**config.mk**
```make
export PLATFORM = sky130hd
export DESIGN_NAME = sipo_deserializer
export DESIGN_NICKNAME = d
export VERILOG_FILES = /design/src/rtl/sipo_pkg.sv /design/src/rtl/sipo_shift_core.sv /design/src/rtl/sipo_deserializer.sv
export SDC_FILE = /design/constraint.sdc
export NUM_CORES = 1
export LEC_CHECK = 0
export BUFFER_PORTS_ARGS = -buffer_cell sky130_fd_sc_hd__buf_2
export CAP_MARGIN = 15
export CORE_AREA = 3 3 52 54
export CTS_BUF_LIST = sky130_fd_sc_hd__clkbuf_2
export DETAILED_ROUTE_END_ITERATION = 8
export DIE_AREA = 0 0 55 57
export PLACE_DENSITY = 0.73
export SLEW_MARGIN = 20
export SYNTH_ARGS = -nofsm -noshare
export SYNTH_HDL_FRONTEND = slang
export SYNTH_HIERARCHICAL = 1
export SYNTH_SLANG_ARGS = --single-unit
```
**constraint.sdc**
```tcl
create_clock -name clk -period 4.8 [get_ports clk]
set_clock_uncertainty 0.1 [all_clocks]
set_input_delay 0.24 -clock clk [delete_from_list [all_inputs] [get_ports clk]]
set_output_delay 0.24 -clock clk [all_outputs]
set_load 0.02 [all_outputs]
```
**src/rtl/sipo_pkg.sv**
```systemverilog
// Shared types and helpers for the serial-to-parallel deserializer.
package sipo_pkg;

   // Output holding register occupancy.
   typedef enum logic {
      EMPTY = 1'b0,
      FULL  = 1'b1
   } out_state_t;

   // Width of the bit counter: enough to hold 0..WIDTH-1 plus one spare bit.
   function automatic int cnt_width(input int width);
      return $clog2(width) + 1;
   endfunction

endpackage

```
**src/rtl/sipo_shift_core.sv**
```systemverilog
// Shift register and bit counter: assembles serial bits into a word and
// flags the edge on which the last bit of a word is sampled.
module sipo_shift_core
   import sipo_pkg::*;
#(
   parameter int WIDTH     = 8,
   parameter bit MSB_FIRST = 1'b1,
   parameter int CW        = cnt_width(WIDTH)
) (
   input  logic             clk,
   input  logic             reset,
   input  logic             clr,
   input  logic             serial_in,
   input  logic             serial_valid,
   output logic             word_done,
   output logic [WIDTH-1:0] next_word,
   output logic [CW-1:0]    bit_count
);

   // Only WIDTH-1 bits need storing; the final bit comes straight from serial_in.
   logic [WIDTH-2:0] shreg;
   logic [WIDTH-2:0] shreg_nxt;

   generate
      if (MSB_FIRST) begin : g_msb
         // First bit ends up at the top after WIDTH left shifts.
         assign next_word = {shreg, serial_in};
         assign shreg_nxt = next_word[WIDTH-2:0];
      end else begin : g_lsb
         // First bit ends up at the bottom after WIDTH right shifts.
         assign next_word = {serial_in, shreg};
         assign shreg_nxt = next_word[WIDTH-1:1];
      end
   endgenerate

   // A frame restart suppresses the strobe in the same cycle.
   assign word_done = serial_valid & ~clr & (bit_count == CW'(WIDTH - 1));

   // Shift on every qualified strobe; counter wraps on word completion.
   always_ff @(posedge clk or negedge reset) begin
      if (!reset) begin
         shreg     <= '0;
         bit_count <= '0;
      end else if (clr) begin
         shreg     <= '0;
         bit_count <= '0;
      end else if (serial_valid) begin
         shreg     <= shreg_nxt;
         bit_count <= word_done ? '0 : bit_count + CW'(1);
      end
   end

endmodule

```
**src/rtl/sipo_deserializer.sv**
```systemverilog
// Serial-to-parallel deserializer with a single-entry valid/ready output
// and a sticky flag for words dropped while the consumer stalls.
module sipo_deserializer
   import sipo_pkg::*;
#(
   parameter int WIDTH     = 8,
   parameter bit MSB_FIRST = 1'b1
) (
   input  logic                        clk,
   input  logic                        reset,
   input  logic                        serial_in,
   input  logic                        serial_valid,
   input  logic                        sync_clr,
   output logic [WIDTH-1:0]            parallel_out,
   output logic                        out_valid,
   input  logic                        out_ready,
   output logic                        overrun,
   output logic [cnt_width(WIDTH)-1:0] bit_count
);

   localparam int CW = cnt_width(WIDTH);

   logic             word_done;
   logic [WIDTH-1:0] next_word;
   out_state_t       state, state_nxt;
   logic             load;
   logic             drop;

   sipo_shift_core #(
      .WIDTH     (WIDTH),
      .MSB_FIRST (MSB_FIRST),
      .CW        (CW)
   ) u_core (
      .clk          (clk),
      .reset        (reset),
      .clr          (sync_clr),
      .serial_in    (serial_in),
      .serial_valid (serial_valid),
      .word_done    (word_done),
      .next_word    (next_word),
      .bit_count    (bit_count)
   );

   assign out_valid = (state == FULL);

   // Output state register.
   always_ff @(posedge clk or negedge reset) begin
      if (!reset) state <= EMPTY;
      else        state <= state_nxt;
   end

   // Next state: a handshake frees the slot in the same edge a new word may claim it.
   always_comb begin
      state_nxt = state;
      load      = 1'b0;
      drop      = 1'b0;
      unique case (state)
         EMPTY: begin
            if (word_done) begin
               state_nxt = FULL;
               load      = 1'b1;
            end
         end
         FULL: begin
            if (word_done) begin
               if (out_ready) load = 1'b1;
               else           drop = 1'b1;
            end else if (out_ready) begin
               state_nxt = EMPTY;
            end
         end
         default: state_nxt = EMPTY;
      endcase
   end

   // Holding register keeps its last word after consumption.
   always_ff @(posedge clk or negedge reset) begin
      if (!reset)    parallel_out <= '0;
      else if (load) parallel_out <= next_word;
   end

   // Sticky loss flag, cleared only by a frame restart or reset.
   always_ff @(posedge clk or negedge reset) begin
      if (!reset)        overrun <= 1'b0;
      else if (sync_clr) overrun <= 1'b0;
      else if (drop)     overrun <= 1'b1;
   end

endmodule

```
==> results.py, run 1 <==
metrics = {
    "detailed_routing": {
        "wl_per_cell_um": 13.51,
        "ant_nets": 0,
        "drc": 0,
        "drt_pass1_iterations": 4,
        "routed_via_density": 4.922,
        "vias": 571,
        "drt_iter0_markers": 13,
        "drt-total-wl_mm": 1.567,
    },
    "critical_path": {
        "r2r_start": "u_core/bit_count[0]",
        "arrival_ns": 1.98,
        "cp-end-kind": "flop",
        "rr_endpoint": "parallel_out[6]",
        "critPathLaunchType": "flop",
        "critPathRequiredTime_ns": 4.92,
        "crit_type": "reg2reg",
        "r2r_slack_ns": 2.94,
        "r2r_cells": 5,
        "critPathMaxFanout": 8,
    },
    "pwr": {
        "power_uw": 276.8,
        "leakagePower_nw": 0.6042,
        "max-vdd-ir-drop_mv": 0.2161,
        "p_per_area_nw_per_um2": 259.7,
    },
    "sta": {
        "setup_ws_ns": 2.942,
        "setup_tns_ns": 0,
        "setup_viol": 0,
        "tightest_slew_ns": 0.4645,
        "period_needed_ns": 1.858,
        "rsz0062_at_grt": "false",
        "slew_violations": 0,
        "relSlewSlack": 0.6903,
        "fmaxAchievable_ghz": 0.5381,
        "hold_violations": 0,
        "finalCritPeriodShare": 0.3871,
    },
    "synth": {
        "synth_top_area_frac": 0.5653,
        "syn_avg_cell_area_um2": 13.88,
        "synthFlopType": "dfrtp_1",
        "yosysSeqAreaShare": 0.5653,
        "ys_warn_count": 6,
        "ys_top_cells_by_area": "dfrtp_1 (57%), mux2_4 (13%), mux2i_1 (8.6%)",
        "synth_seq_cells": 21,
        "synth.distinct_cells": 23,
        "synthesis.nets": 74,
        "syn_area_um2": 929.6,
        "async_flop_share": 1.000,
        "synth-edff-count": 0,
        "syn_inst": 67,
        "synth_top_cell_by_area": "dfrtp_1",
    },
    "clocking": {
        "h-tree-depth": 1,
        "cts_made_buffers": 3,
        "clk_pin_slew_ns": 0.18,
        "cts_tree": "yes",
        "clockBufferDepth": 2,
        "cts_setup_buffers": 0,
        "clk_latency_ns": 0.32,
        "post_cts_resized": 0,
        "cts_sinks": 21,
        "cts-root-buf": "clkbuf_2",
        "holdBufCountCts": 1,
    },
    "finish": {
        "syn2layout_area_growth_pct": 14.67,
        "mostFrequentLayoutCells": "dfrtp_1 (21), buf_2 (19), nor2_1 (10)",
        "final_common_cell": "dfrtp_1",
        "drive_above_1_share": 0.3977,
        "fillerInstances": 228,
        "nets": 96,
        "utilization": 0.4728,
        "antennaDiodeCount": 0,
    },
    "min_path": {
        "whs_path_depth": 2,
        "holdPathEnd": "parallel_out[0]",
        "hold_start": "serial_in",
        "holdCritPathClass": "in2reg",
    },
    "floorplan": {
        "die-area_um2": 3135,
        "die_w_um": 55,
        "placementRows": 17,
        "coreArea_um2": 2255,
        "floorplan.initialDensity": 0.4123,
        "die_y_um": 57,
        "num_io_pins": 20,
    },
    "grt": {
        "antenna_found_initial": 0,
        "grt_pass1_vias": 556,
        "grt_util_all_layers": 0.1103,
        "grt_max_degree": 22,
        "grt_overflow": 0,
        "met3_usage": 0.04700,
        "busiest_layer": "met2",
        "grt_util_met2": 0.1639,
        "use_met1": 0.1510,
        "grt_pass1_wl_mm": 2.553,
    },
    "place": {
        "place.gp.congestion": 0.7756,
        "place_ws_ns": 3.000,
        "dp_hpwl_mm": 1.135,
        "io_buffers": 19,
    },
    "flow_run": {
        "cap_viol_max_count": 0,
    },
    "outcome": {
        "status": "finished clean",
    },
}
[critical path: stages (launching register included)]
cell	delay [ns]
dfrtp_1	0.46
ha_1	0.24
nand3b_1	0.14
nor3b_2	0.31
nand2_4	0.18
mux2_4	0.33
[cells by family (layout without fill, tap and decap cells)]
logic type,count (synthesis),after routing,share of synthesized area
compound gates,4,4,0.03230
flops,21,21,0.5653
simple gates,20,20,0.1319
fa+ha+maj,1,1,0.01346
buf+inv,4,25,0.02960
mux,17,17,0.2275
[layout make-up]
class,instances,area [um2],area share
flip-flops and latches,21,525.5,0.4930
multi-input cells,42,376.6,0.3533
repair buffers,20,105.1,0.09859
well taps,28,35.03,0.03286
clock buffers,4,20.02,0.01878
inverters,1,3.754,0.003521
[where the power goes]
part	total [mW]	switching [mW]	internal, mW
registers	0.183	0.00268	0.180
logic	0.0221	0.0134	0.00867
clock network	0.0722	0.0501	0.0221
total	0.277	0.0662	0.211
[per-layer routing]
metal	share of wire	vias up
li1	-	275
met1	0.47	282
met2	0.47	14
met3	0.059	0
met4	0	0
met5	0	-
[flip-flops by register name, indices dropped and copies added (netlist names)]
| register | cells |
|---|---|
| parallel_out | 8 |
| u_core/shreg | 7 |
| u_core/bit_count | 4 |
| out_valid | 1 |
| overrun | 1 |
[stage by stage]
stage / cells / hold slack [ns] / area (um2)
3_3_place_gp: 111 / 0.1140 / 1036
5_1_grt: 116 / 0.04610 / 1066
2_1_floorplan: 67 / -0.1556 / 929.6
3_5_place_dp: 111 / 0.1254 / 1036
4_1_cts: 116 / 0.05426 / 1066
6_report: 116 / 0.06756 / 1066
[synth_stat cells (2+ instances only)]
master	instances
dfrtp_1	21
nor2_1	10
mux2_4	8
mux2i_1	8
nand3b_1	2
[how the worst max path moves through the flow]
stage	depth (start not counted)	startpoint	end
floorplan	5	u_core/bit_count[0]	parallel_out[0]
global placement	5	u_core/bit_count[0]	parallel_out[1]
detailed placement	5	u_core/bit_count[0]	parallel_out[1]
CTS	5	u_core/bit_count[0]	parallel_out[6]
global route	5	u_core/bit_count[0]	parallel_out[1]
finish	5	u_core/bit_count[0]	parallel_out[6]
Note: power is estimated with default switching activity, not from simulation.
==> run 2, diff against run 1 <==
Settings changed: ABC_AREA set to 1, CORE_AREA 3 3 52 54 to 3 3 51 53, DIE_AREA 0 0 55 57 to 0 0 54 56.
Clock period 4.8 ns to 1.9 ns, I/O delays scaled along.
==> run 2 against run 1 <==
Compared with the run above: clock power rose by 140%; synthesized area down 4.2%; setup slack lost 2.5 ns; sequential share of layout area fell by 0.63 points; critical endpoint is now parallel_out[7]; critical path type unchanged; fmax up 28%; core utilization grew 2.0 points; power grew 150%; hold slack better by 0.068 ns; critical path depth is 2 higher; combinational power rose to 2.6 times the previous value; routed wire length rose by 4.0%.
==> results.py, run 2 <==
metrics = {
    "place": {
        "dp_hpwl_mm": 1.241,
        "place_inst": 138,
        "io_buffers": 19,
        "placed_cell_area_um2": 1010,
        "place.gp.congestion": 0.8293,
        "place_ws_ns": 0.4658,
    },
    "synth": {
        "syn_inst": 92,
        "synthesis.nets": 99,
        "synthFlopType": "dfrtp_1",
        "syn_area_um2": 890.9,
        "synth.distinct_cells": 22,
        "synth_top_cell_by_area": "dfrtp_1",
        "synth_seq_cells": 21,
        "synth_top_area_frac": 0.5899,
        "ys_warn_count": 6,
        "async_flop_share": 1.000,
        "synth-edff-count": 0,
        "yosysMostFrequentCell": "nand2_1",
        "netlist_top_cells_count": "nand2_1 (24), dfrtp_1 (21), inv_1 (11)",
        "yosysSeqAreaShare": 0.5899,
        "syn_avg_cell_area_um2": 9.683,
        "ys_top_cells_by_area": "dfrtp_1 (59%), nand2_1 (10%), nand3_1 (5.6%)",
    },
    "pwr": {
        "sw_frac_of_total": 0.2408,
        "internal_power_uw": 524.0,
        "max-vdd-ir-drop_mv": 0.2939,
        "p_per_area_nw_per_um2": 639.3,
        "p_sw_uw": 166.2,
        "power_uw": 690.3,
        "clkPwrFrac": 0.249,
        "leakagePower_nw": 0.5744,
        "seq_power_share": 0.668,
        "comb_power_share": 0.083,
    },
    "floorplan": {
        "die-area_um2": 3024,
        "die_y_um": 56,
        "coreArea_um2": 2191,
        "placementRows": 17,
        "die_w_um": 54,
        "floorplan.initialDensity": 0.4066,
        "num_io_pins": 20,
    },
    "critical_path": {
        "critPathMaxFanout": 11,
        "r2r_slack_ns": 0.44,
        "critPathRequiredTime_ns": 2.02,
        "r2r_start": "u_core/bit_count[0]",
        "critPathLaunchType": "flop",
        "crit_type": "reg2reg",
        "cp-end-kind": "flop",
        "arrival_ns": 1.57,
        "crit_start": "u_core/bit_count[0]",
    },
    "clocking": {
        "clk_pin_slew_ns": 0.18,
        "h-tree-depth": 1,
        "clockBufferDepth": 2,
        "cts_made_buffers": 3,
        "cts_sinks": 21,
        "cts_tree": "yes",
        "clk_latency_ns": 0.30,
        "cts-root-buf": "clkbuf_2",
        "post_cts_resized": 0,
    },
    "finish": {
        "top_register": "parallel_out",
        "final_area_um2": 1080,
        "nets": 127,
        "largest_reg_flops": 8,
        "antennaDiodeCount": 0,
        "utilization": 0.4929,
        "fin_cells": 147,
        "drive_above_1_share": 0.2773,
        "syn2layout_area_growth_pct": 21.21,
        "mostFrequentLayoutCells": "nand2_1 (24), dfrtp_1 (21), buf_2 (19)",
        "final_common_cell": "nand2_1",
        "fillerInstances": 209,
        "reg.largest.list": "parallel_out: 8 flops, u_core/shreg: 7 flops, u_core/bit_count: 4 flops",
    },
    "grt": {
        "antenna_found_initial": 0,
        "grt_max_degree": 22,
        "grt_pass1_vias": 648,
        "grt_pass1_wl_mm": 2.711,
        "grt_overflow": 0,
        "grt_util_all_layers": 0.1202,
    },
    "min_path": {
        "holdCritPathClass": "in2async",
    },
    "sta": {
        "setup_ws_ns": 0.4430,
        "finalCritPeriodShare": 0.7669,
        "setup_tns_ns": 0,
        "fmaxAchievable_ghz": 0.6863,
        "tightest_slew_ns": 0.4536,
        "rsz0062_at_grt": "false",
        "holdWs_ns": 0.1352,
        "relSlewSlack": 0.6976,
        "hold_violations": 0,
        "setup_viol": 0,
        "slew_violations": 0,
        "period_needed_ns": 1.457,
    },
    "detailed_routing": {
        "vias": 705,
        "drt-total-wl_mm": 1.629,
        "drt_pass1_iterations": 4,
        "drc": 0,
        "ant_nets": 0,
        "drt_iter0_markers": 10,
        "routed_via_density": 4.796,
        "wl_per_cell_um": 11.08,
    },
    "flow_run": {
        "cap_viol_max_count": 0,
    },
    "outcome": {
        "status": "finished clean",
    },
}
[run 2: repair_timing]
action                                 in CTS  in global routing
setup endpoints to repair                   0                  0
endpoints found under the hold margin      27                  0
buffers inserted                            0                  0
hold buffers                                5                  0
[run 2: final timing paths]
path                                       end  cells after the start
min reg2reg                    parallel_out[0]                      2
max in group asynchronous  u_core/bit_count[1]                      2
min in group clk               parallel_out[0]                      2
max reg2reg                    parallel_out[7]                      7
max                            parallel_out[7]                      7
min                            parallel_out[6]                      2
[run 2: layout make-up]
cell class,count,area (um2),share of cell area
sequential,21,525.5,0.4867
multi-input combinational,56,297.8,0.2758
timing repair buffer,25,152.6,0.1414
inverter,13,48.80,0.04519
tap,28,35.03,0.03244
clock buffer,3,15.01,0.01390
clock inverter,1,5.005,0.004635
[run 2: power groups by stage]
stage	Combinational, mW	Sequential, mW	Clock (mW)
floorplan	0.0208	0.474	0
global placement	0.0492	0.469	0
detailed placement	0.0506	0.469	0
CTS	0.0585	0.461	0.184
global route	0.0641	0.463	0.203
finish	0.0572	0.461	0.172
[run 2: critical path, cell delays in order (launching register included)]
cell,delay (ns)
dfrtp_1,0.45
ha_1,0.21
nand3_1,0.10
nor2_1,0.12
buf_4,0.18
nand2_4,0.09
nand2_1,0.07
nand2_1,0.05
[run 2: cell families (layout without fill, tap and decap cells)]
group | count (synthesis) | after routing | synth area share
DFF | 21 | 21 | 0.5899
adders and majority gates | 1 | 1 | 0.01404
buffers and inverters | 15 | 42 | 0.07585
and+or+nand+nor | 42 | 42 | 0.2233
AOI/OAI and AO/OA | 12 | 12 | 0.08708
xor gates and xnor gates | 1 | 1 | 0.009833
[run 2: metal layers]
metal / track usage / wire length, um / up-vias
met5: 0 / 0 / -
met4: 0.07473 / 44 / 0
met3: 0.02145 / 94 / 4
met2: 0.1817 / 770 / 21
met1: 0.1537 / 720 / 329
li1: - / - / 351
==> run 3, diff against run 2 <==
Settings changed: PLACE_DENSITY 0.73 to 0.76.
Clock period 1.9 ns to 1.3 ns, I/O delays scaled along.
==> run 3 against run 2 <==
Compared with the run above: the run now ends with negative setup slack left; clock power up 50%; non-clock buffer count grew 8; design area grew 11%; via count increased by 5.1%; power rose by 51%; critical path depth did not move; global-route usage grew 1.3 points; sequential share of layout area shrank 4.7 points; combinational power increased by 99%.
==> results.py, run 3 (synthesis gave the netlist of run 2 again) <==
metrics = {
    "min_path": {
        "holdPathEnd": "u_core/bit_count[2]",
        "holdCritPathClass": "in2reg",
        "whs_path_depth": 4,
        "hold_start": "serial_valid",
    },
    "detailed_routing": {
        "ant_nets": 0,
        "drc": 0,
        "drt-total-wl_mm": 1.821,
        "wl_per_cell_um": 11.67,
        "vias": 741,
        "drt_pass1_iterations": 4,
        "drt_iter0_markers": 7,
        "routed_via_density": 4.750,
    },
    "sta": {
        "holdWs_ns": 0.07377,
        "period_needed_ns": 1.308,
        "setup_tns_ns": -0.007849,
        "hold_violations": 0,
        "fmaxAchievable_ghz": 0.7646,
        "setup_ws_ns": -0.007849,
        "finalCritPeriodShare": 1.006,
        "tightest_slew_ns": 0.4482,
        "relSlewSlack": 0.7012,
        "rsz0062_at_grt": "true",
        "slew_violations": 0,
        "setup_viol": 1,
    },
    "finish": {
        "nets": 136,
        "mostFrequentLayoutCells": "nand2_1 (21), dfrtp_1 (19), buf_2 (17)",
        "syn2layout_area_growth_pct": 34.83,
        "drive_above_1_share": 0.3984,
        "final_common_cell": "nand2_1",
        "reg.largest.list": "parallel_out: 8 flops, u_core/shreg: 7 flops, u_core/bit_count: 4 flops",
        "final_area_um2": 1201,
        "top_register": "parallel_out",
        "largest_reg_flops": 8,
        "antennaDiodeCount": 0,
    },
    "outcome": {
        "status": "finished with violations",
        "violations": "negative setup slack",
    },
    "pwr": {
        "comb_power_share": 0.109,
        "leakagePower_nw": 0.6222,
        "p_per_area_nw_per_um2": 870.0,
        "internal_power_uw": 796.4,
        "max-vdd-ir-drop_mv": 0.6872,
        "sw_frac_of_total": 0.2379,
        "clkPwrFrac": 0.247,
        "seq_power_share": 0.645,
        "p_sw_uw": 248.6,
        "power_mw": 1.045,
    },
    "floorplan": {
        "die-area_um2": 3024,
        "die_y_um": 56,
        "num_io_pins": 20,
        "die_w_um": 54,
        "placementRows": 17,
        "coreArea_um2": 2191,
        "floorplan.initialDensity": 0.4066,
    },
    "clocking": {
        "clk_latency_ns": 0.30,
        "clk_pin_slew_ns": 0.17,
        "cts_made_buffers": 3,
        "h-tree-depth": 1,
        "cts_sinks": 21,
        "clockBufferDepth": 2,
        "cts-root-buf": "clkbuf_2",
        "cts_tree": "yes",
    },
    "critical_path": {
        "r2r_slack_ns": 0.03,
        "r2r_cells": 6,
        "path_buf_inv": 2,
        "r2r_start": "u_core/bit_count[0]",
        "arrival_ns": 1.42,
        "critPathTopFamily": "buffers and inverters",
        "crit_type": "in2reg",
        "slowest_stage": "dlygate4sd3_1",
        "cp-end-kind": "flop",
        "critPathLaunchType": "input pin",
        "critPathRequiredTime_ns": 1.41,
        "rr_endpoint": "parallel_out[1]",
        "critPathMaxFanout": 8,
        "crit_chain": "dlygate4sd3_1, nor2_4, clkinv_4, nor2_4, nand2_4, nand2_1, nand2_1",
        "cpPeakStageDelay_ns": 0.63,
    },
    "place": {
        "place.gp.congestion": 0.7256,
        "io_buffers": 19,
        "placed_cell_area_um2": 1067,
        "dp_hpwl_mm": 1.309,
        "place_ws_ns": -0.009105,
    },
    "grt": {
        "grt_pass1_wl_mm": 3.022,
        "grt_pass1_vias": 719,
        "grt_max_degree": 22,
        "grt_overflow": 0,
        "antenna_found_initial": 0,
        "grt_util_all_layers": 0.1334,
    },
    "flow_run": {
        "cap_viol_max_count": 0,
    },
}
## run 3: cell count changes in the layout (fill, tap and decap cells not counted), sizes merged
cell	change
buf	+8
clkbuf	+1
dlygate4sd3	-1
dlymetal6s4s	+1
inv	-1
nor2	+1
## run 3: worst max path at each step
stage | startpoint | to | cells after the start
floorplan | u_core/bit_count[1] | overrun | 6
global placement | u_core/bit_count[1] | parallel_out[3] | 6
detailed placement | u_core/bit_count[1] | parallel_out[2] | 6
CTS | u_core/bit_count[1] | parallel_out[7] | 6
global route | sync_clr | parallel_out[6] | 7
finish | sync_clr | parallel_out[1] | 7
## run 3: repair_timing
| action | CTS | global route |
|---|---|---|
| buffers inserted | 1 | 6 |
| gates cloned | 1 | 0 |
| hold buffers | 5 | 0 |
| pin swaps | 1 | 6 |
| endpoints found under the setup margin | 9 | 9 |
| hold endpoints to repair | 27 | 0 |
| resized for setup | 0 | 7 |
## run 3: power groups by stage
stage | clock, mW | combinational [mW] | sequential (mW)
after floorplan | 0 | 0.0335 | 0.697
after global placement | 0 | 0.0874 | 0.685
final | 0.258 | 0.114 | 0.674
after detailed placement | 0 | 0.0905 | 0.685
after CTS | 0.273 | 0.103 | 0.674
after global routing | 0.300 | 0.125 | 0.675
## run 3: final cells by class
class                           count  area, um2
Fill cell                         205      989.7
Sequential cell                    21      528.0
Multi-Input combinational cell     57      344.1
Timing Repair Buffer               33      220.2
Inverter                           13      53.80
Tap cell                           28      35.03
Clock buffer                        4      20.02
## run 3: per-stage QoR
step	cells	util
CTS	152	0.5254
floorplan	92	-
global route	156	0.5483
finish	156	0.5483
global placement	141	0.4872
detailed placement	141	0.4872
## run 3: metal layers
layer	track usage	up-vias	wire, um
met5	0	-	0
met2	0.2145	17	932
li1	-	367	-
met4	0.07473	0	21
met1	0.1650	355	784
met3	0.01877	2	83
## run 3: tightest hold or removal path, stage by stage
cell and delay, ns:
dlymetal6s4s_1 0.20, nor2_2 0.09, nand2_1 0.06, o21ai_1 0.05
